<file path="src/rtl/riscv_hazard_ctrl_p.sv">
// Hazard controller for a 5-stage RISC-V pipeline: a shadow pipeline of EX/MEM/WB
// destination info drives stall/flush/hold, operand forwarding and multicycle EX occupancy.
module riscv_hazard_ctrl_p #(
  parameter int REG_AW = 5,
  parameter int MC_LAT = 4,
  parameter int FWD_EN = 1,
  parameter int CNT_W  = 16
) (
  input  logic              clk,
  input  logic              reset,
  input  logic              id_valid,
  input  logic [REG_AW-1:0] id_rs1,
  input  logic [REG_AW-1:0] id_rs2,
  input  logic              id_use_rs1,
  input  logic              id_use_rs2,
  input  logic [REG_AW-1:0] id_rd,
  input  logic              id_reg_write,
  input  logic              id_mem_read,
  input  logic              id_multicycle,
  input  logic              ex_branch_taken,
  output logic              stall,
  output logic              flush,
  output logic              ex_hold,
  output logic [1:0]        fwd_a,
  output logic [1:0]        fwd_b,
  output logic              mc_busy,
  output logic [CNT_W-1:0]  stall_cnt
);

  localparam int MC_W = 4;

  typedef struct packed {
    logic              valid;
    logic [REG_AW-1:0] rd;
    logic              wr;
    logic              load;
  } slot_t;

  typedef struct packed {
    slot_t             s;
    logic [REG_AW-1:0] rs1;
    logic [REG_AW-1:0] rs2;
    logic              use1;
    logic              use2;
  } ex_slot_t;

  ex_slot_t        ex_q;
  slot_t           mem_q;
  slot_t           wb_q;
  logic [MC_W-1:0] mc_cnt;

  // x0 is hardwired to zero, so it can never be a real producer.
  function automatic logic writes(slot_t s, logic [REG_AW-1:0] r);
    return s.valid && s.wr && (s.rd == r) && (r != '0);
  endfunction

  function automatic logic id_depends(slot_t s, logic vld, logic u1, logic [REG_AW-1:0] r1,
                                      logic u2, logic [REG_AW-1:0] r2);
    return vld && ((u1 && writes(s, r1)) || (u2 && writes(s, r2)));
  endfunction

  function automatic logic [1:0] fwd_sel(logic used, logic [REG_AW-1:0] rs, slot_t m, slot_t w);
    if (used && writes(m, rs)) return 2'b10;
    if (used && writes(w, rs)) return 2'b01;
    return 2'b00;
  endfunction

  logic dep_ex, dep_mem, dep_wb, hazard, busy_raw, flush_raw, enter_ex;

  assign dep_ex  = id_depends(ex_q.s, id_valid, id_use_rs1, id_rs1, id_use_rs2, id_rs2);
  assign dep_mem = id_depends(mem_q,  id_valid, id_use_rs1, id_rs1, id_use_rs2, id_rs2);
  assign dep_wb  = id_depends(wb_q,   id_valid, id_use_rs1, id_rs1, id_use_rs2, id_rs2);

  assign hazard    = (FWD_EN != 0) ? (ex_q.s.load && dep_ex) : (dep_ex || dep_mem || dep_wb);
  assign busy_raw  = (mc_cnt != '0);
  assign flush_raw = ex_branch_taken && ex_q.s.valid && !busy_raw;

  // Outputs are forced quiet while reset is low, even before the first reset edge.
  assign mc_busy = reset && busy_raw;
  assign ex_hold = mc_busy;
  assign flush   = reset && flush_raw;
  assign stall   = reset && !flush_raw && (busy_raw || hazard);
  assign fwd_a   = (FWD_EN != 0 && reset && ex_q.s.valid)
                   ? fwd_sel(ex_q.use1, ex_q.rs1, mem_q, wb_q) : 2'b00;
  assign fwd_b   = (FWD_EN != 0 && reset && ex_q.s.valid)
                   ? fwd_sel(ex_q.use2, ex_q.rs2, mem_q, wb_q) : 2'b00;

  assign enter_ex = id_valid && !stall && !flush;

  // NOTE: sequential state uses non-blocking assignments so every register samples
  // pre-edge values; WB <= MEM and MEM <= EX must see the old EX/MEM, not the new ones.
  always_ff @(posedge clk) begin
    if (!reset) begin
      ex_q      <= '0;
      mem_q     <= '0;
      wb_q      <= '0;
      mc_cnt    <= '0;
      stall_cnt <= '0;
    end else begin
      wb_q  <= mem_q;
      mem_q <= ex_hold ? slot_t'('0) : ex_q.s;

      if (ex_hold) begin
        mc_cnt <= mc_cnt - 1'b1;
      end else if (enter_ex) begin
        ex_q.s.valid <= 1'b1;
        ex_q.s.rd    <= id_rd;
        ex_q.s.wr    <= id_reg_write;
        ex_q.s.load  <= id_mem_read;
        ex_q.rs1     <= id_rs1;
        ex_q.rs2     <= id_rs2;
        ex_q.use1    <= id_use_rs1;
        ex_q.use2    <= id_use_rs2;
        mc_cnt       <= id_multicycle ? MC_W'(MC_LAT - 1) : '0;
      end else begin
        ex_q   <= '0;
        mc_cnt <= '0;
      end

      if (stall && (stall_cnt != '1)) stall_cnt <= stall_cnt + 1'b1;
    end
  end

endmodule

</file>
<file path="config.mk">
export PLATFORM = sky130hd
export DESIGN_NAME = riscv_hazard_ctrl_p
export DESIGN_NICKNAME = d
export VERILOG_FILES = /design/src/rtl/riscv_hazard_ctrl_p.sv
export SDC_FILE = /design/constraint.sdc
export NUM_CORES = 1
export LEC_CHECK = 0
export ABC_AREA = 1
export BUFFER_PORTS_ARGS = -buffer_cell sky130_fd_sc_hd__buf_4
export CAP_MARGIN = 20
export CORE_ASPECT_RATIO = 1.25
export CORE_UTILIZATION = 56
export CTS_BUF_LIST = sky130_fd_sc_hd__clkbuf_16
export DETAILED_ROUTE_END_ITERATION = 8
export PLACE_DENSITY = 0.8
export RECOVER_POWER = 100
export SLEW_MARGIN = 0
export SYNTH_ARGS = -nofsm -noshare
export SYNTH_HDL_FRONTEND = slang
export SYNTH_SLANG_ARGS = --single-unit
</file>
<file path="constraint.sdc">
create_clock -name clk -period 2.2 [get_ports clk]
set_clock_uncertainty 0.15 [all_clocks]
set_input_delay 0.44 -clock clk [delete_from_list [all_inputs] [get_ports clk]]
set_output_delay 0.44 -clock clk [all_outputs]
set_load 0.01 [all_outputs]
</file>
* Word-level counts from Yosys, hierarchy flattened
Cells that the tools add are included.
** Cells by class
- Add/subtract/negate cells :: 2
- Equal/unequal tests :: 7
- Multiplexer cells :: 20
- Bitwise logic cells :: 1
- Reduce and logical (&&, ||, !) cells :: 45
** Operators by type and width (number)
- logical AND 1 bit :: 33
- == test 5 bit :: 6
- two-way mux 2 bit :: 12
- two-way mux 20 bit :: 1
- nonzero test 5 bit :: 4
- adder 16 x 1 -> 16 bit (second input constant) :: 1
- != test 16 bit (second input constant) :: 1
- two-way mux 1 bit :: 6
- zero test 1 bit :: 4
- two-way mux 4 bit :: 1
- nonzero test 4 bit :: 1
- subtractor 4 x 1 -> 4 bit (second input constant) :: 1
- logical OR 1 bit :: 2
- OR reduction 2 bit :: 1
- NOT 1 bit :: 1
** Word-level totals
- Bits in registers :: 54
- Bits of input ports :: 24
- Output and inout bits :: 24
- Word-level logic and storage cells :: 91

* Logic depth before layout (Yosys ltp)
- Depth in word-level cells :: 14
- Gate-level depth with buffers :: 12
- Depth with buffers taken out :: 11

* Worst setup path after synthesis
No wires, ideal clock.
- Kind :: reg-to-reg
- Start :: register stall_cnt[0]
- End :: register stall_cnt[0]
- Setup time :: 0.115 ns
- Arrival time :: 1.647 ns
- Data required time :: 1.935 ns
- Path slack :: 0.288 ns
- Stages on the path, launching flop included :: 10
- Path buffers :: 1
- Clock period less this slack :: 1.912 ns
- Cell sequence :: dfxtp_1 -> ha_1 -> nand2_2 -> nor3_4 -> nand3_2 -> nor2_4 -> nand2_4 -> buf_2 -> a21oi_1 -> nor2_1
** On the way
- Cells in the longest elaborated chain, start to end :: 2
- Elaborated cells on any way between the ends :: 3
- Classes of those cells :: add/sub (1); eq/ne (1); reduce/logical (1)
** Ends and longest elaborated chain
- from (decl) :: RTL line 27 : output logic [CNT_W-1:0] stall_cnt
- from (signal assigned) :: RTL line 120 : if (stall && (stall_cnt != '1)) stall_cnt <= stall_cnt + 1'b1;
- branches (longest 2 deep; another with adder 16 x 1 -> 16 bit)
Several ways; the timed one is not identified.
A chain may end at the register's enable or synchronous reset.

* Worst setup path after layout
- Start :: register ex_q[7] (netlist bit)
- End :: output fwd_a[0]
** On the way
- Cells in the longest elaborated chain, start to end :: 9
- Elaborated cells on any way between the ends :: 16
- Classes of those cells :: eq/ne (2); mux (7); reduce/logical (7)
** Ends and longest elaborated chain
- from (decl) :: RTL line 47 : ex_slot_t ex_q;
- == test 5 bit :: RTL line 54 : return s.valid && s.wr && (s.rd == r) && (r != '0);
- logical AND 1 bit (2 in series) :: RTL line 54
- logical AND 1 bit :: RTL line 64 : if (used && writes(w, rs)) return 2'b01;
- two-way mux 1 bit (2 in series) :: RTL line 64
- two-way mux 2 bit :: RTL line 65 : return 2'b00;
- two-way mux 2 bit * :: RTL line 64
- two-way mux 2 bit * :: RTL line 84 : ? fwd_sel(ex_q.use1, ex_q.rs1, mem_q, wb_q) : 2'b00;
- to (decl) :: RTL line 24 : output logic [1:0] fwd_a,
Every way passes the cells marked *; elsewhere a longest branch is shown, timed or not. The select of a mux whose other input is x is not followed.

==> impl_results.md <==
* Top fanout value on the critical path at 2
* Share of layout cells above drive strength 1 at 0.2004
* Count leader, synth: nand2_1
* Final Instance Area at 0.003354 mm2
* Share of the synthesized area in the top cell type at 0.3892
* Final WS setup at 18.97 ps
* TritonCTS clock tree: yes
* Clock slew at reported path FFs at 70 ps
* Layout Nets at 474
* DPL Wire Length at 4828 um
* Routed len/inst at roughly 12 um
* Crit path time final at ~2200 ps
* Vias at 2,653
* CTS H-tree lvls at 2
* Grt ovf at 0
* F_max at about 460 MHz
* Number of CTS-inserted buffers at 5
* Final hold vios at 0
* Die ar. at 0.005247 mm2
* Crit path required time at 1610 ps
* Core area at 0.004765 mm2
* Mapped cell area at approximately 0.0028 mm2
* Area grow syn2layout at 20.77%
* Worst IR drop on VDD at 0.7220 mV
* Row count at 28
* CP top delay family: simple AND/OR/NAND/NOR gates
* Antenna fix cells at 0
* Initial antenna violation count at 0
* Layout Utilization at 0.7040
* Initial Util at 0.5830
* Total clock sinks at 54
* CP endpoint kind: output pin
* PortBufs at 47
* Vias in the first global route at 2,390
* Post-synth top cells: nand2_1, dfxtp_1, inv_1, nor2_1, nand3_1
* Via density at 5.212
* Synthesized net count at ~420
* Wire length of the first global-routing pass at 10,180 um
* Crit path buffers/inverters at 2
* Placed cell areas at 0.003227 mm2
* Clk_lat worst skew at 290 ps
* Cell count after synthesis at 391
* Syn_area_per_cell at 7.104 um2
* Cell Chain, Critical Path: or4_4, nor2_4, nor2_1, nand2_1, inv_1, nor2_2, buf_4
* Pre-CTS setup slack at 146.7 ps
* #FFs+latches synth at 54
* Class of the worst hold path: input port to register
* Die Wd at 64.99 um
* Post-synth EDFFs at 0
* Startpoint types: register
* Max cap viols at 0
* Pin count of the biggest net entering global routing at 20
* Placer Congestion at around 0.92
* RSZ-0062 raised after global routing: yes
* CTS Buffer Depth at 2
* I/O Pins at 48
* Setup CP Type: register to output pin
* Post-CTS Hold Buffers at 0
* YS warnings at 0
* Global-route usage over all layers at 0.2525
* Power Density at 884.3 mW/mm2
* Synth top area cells: dfxtp_1, nand2_1, inv_1
* Sequential fraction of the synthesis area at 0.3892
* Main flop type after synthesis: dfxtp_1
* Ys async rst share at 0
* Fin cells at 509
* Die Span Y at 80.74 um
* Slowest stage delay, CP at 520 ps
* Final setup violation count at 0
* Inst Count DP at 498
* Hold WS at 242.7 ps
* Status: complete, no violations
* Clk root buf: clkbuf_16
* Flop-to-flop setup slack at approximately 160 ps
* Slew HR at 0.6788
* Unique masters post-synth at 36
* Worst slew pin tran at 481.8 ps
* Antenna Nets Post-Route at 0
* DRT iter0 DRCs at 101
* Leakage power at 0.001503 uW
* Tcrit/Tclk final at 0.9914
* WP data arrival at 1590 ps
* Slew Limit Fails at 0
* Slowest cell on the critical path: or4_4
* Largest area contributor in the netlist: dfxtp_1
* Drt first pass iters at 5
* DRT Wirelength at 6353 um
* Post-route DRC at 0
[final timing paths]
path,cells after the start,from,endpoint
max,7,ex_q[7]$_SDFFE_PN0N_,fwd_a[0]
min,3,id_rd[2],ex_q[16]$_SDFFE_PN0N_
max reg2reg,9,stall_cnt[0]$_SDFFE_PN0P_,stall_cnt[8]$_SDFFE_PN0P_
min reg2reg,2,mem_q[1]$_SDFF_PP0_,wb_q[1]$_SDFF_PN0_
[kinds of logic (layout without fill, tap and decap cells)]
| kind of cell | after synthesis | after routing | synth area share |
|---|---|---|---|
| AND/OR/NAND/NOR | 191 | 191 | 0.3090 |
| buffers and inverters | 72 | 130 | 0.1090 |
| flip-flops | 54 | 54 | 0.3892 |
| AO/OA/AOI/OAI | 51 | 51 | 0.1176 |
| XOR/XNOR | 21 | 21 | 0.06621 |
| adder cells (fa/ha/maj) | 2 | 2 | 0.009008 |
[power breakdown]
group	total (uW)	internal [uW]	switching, uW
combinational	957	398	559
clock	775	419	356
sequential	1230	1120	114
total	2970	1940	1030
[metal layers]
| layer | GRT usage | wire, um | vias up |
|---|---|---|---|
| met2 | 0.4521 | 3254 | 69 |
| li1 | - | - | 1358 |
| met4 | 0.1222 | 165 | 0 |
| met1 | 0.2855 | 2699 | 1210 |
| met3 | 0.04635 | 234 | 16 |
| met5 | 0 | 0 | - |
[cell usage in the layout, fill, tap and decap left out, drive strengths merged, types with 2 or more instances in the layout]
master  count
nand2      97
inv        63
dfxtp      54
nor2       44
buf        41
nand3      27
clkbuf     25
a21oi      19
o22ai      17
xnor2      11
o21ai      11
xor2       10
nand4       6
nor3        6
nor4        4
or2         3
nand3b      2
ha          2
[worst min-delay path: cells and delay by family]
kind                   cells  cell delay [ps]
buffers and inverters      2              100
AO/OA/AOI/OAI              1              100
[layout make-up]
class	count	area (um2)
clock buffer	5	125.1
clock inverter	3	16.27
fill	418	1410
multi-input combinational	265	1425
sequential	54	1090
timing repair buffer	61	394.1
inverter	61	229.0
tap	60	75.07
[timing repair]
| action | 4_1_cts | 5_1_grt |
|---|---|---|
| pin swaps | 3 | 3 |
| resized for setup | 4 | 15 |
| endpoints found under the hold margin | 0 | 0 |
| setup endpoints to repair | 1 | 5 |
| buffers inserted | 2 | 1 |
[flip-flops by register name, indices dropped and copies added (netlist names)]
register and flops:
ex_q 20, mc_cnt 4, mem_q 7, stall_cnt 16, wb_q 7
[through the flow]
| step | setup TNS [ps] | power (uW) |
|---|---|---|
| after CTS | -29.06 | 2936 |
| after global placement | 0 | 2130 |
| after floorplan | 0 | 1869 |
| after global routing | -488.2 | 3147 |
| final | 0 | 2966 |
| after detailed placement | 0 | 2156 |
Note: power is estimated with default switching activity, not from simulation.
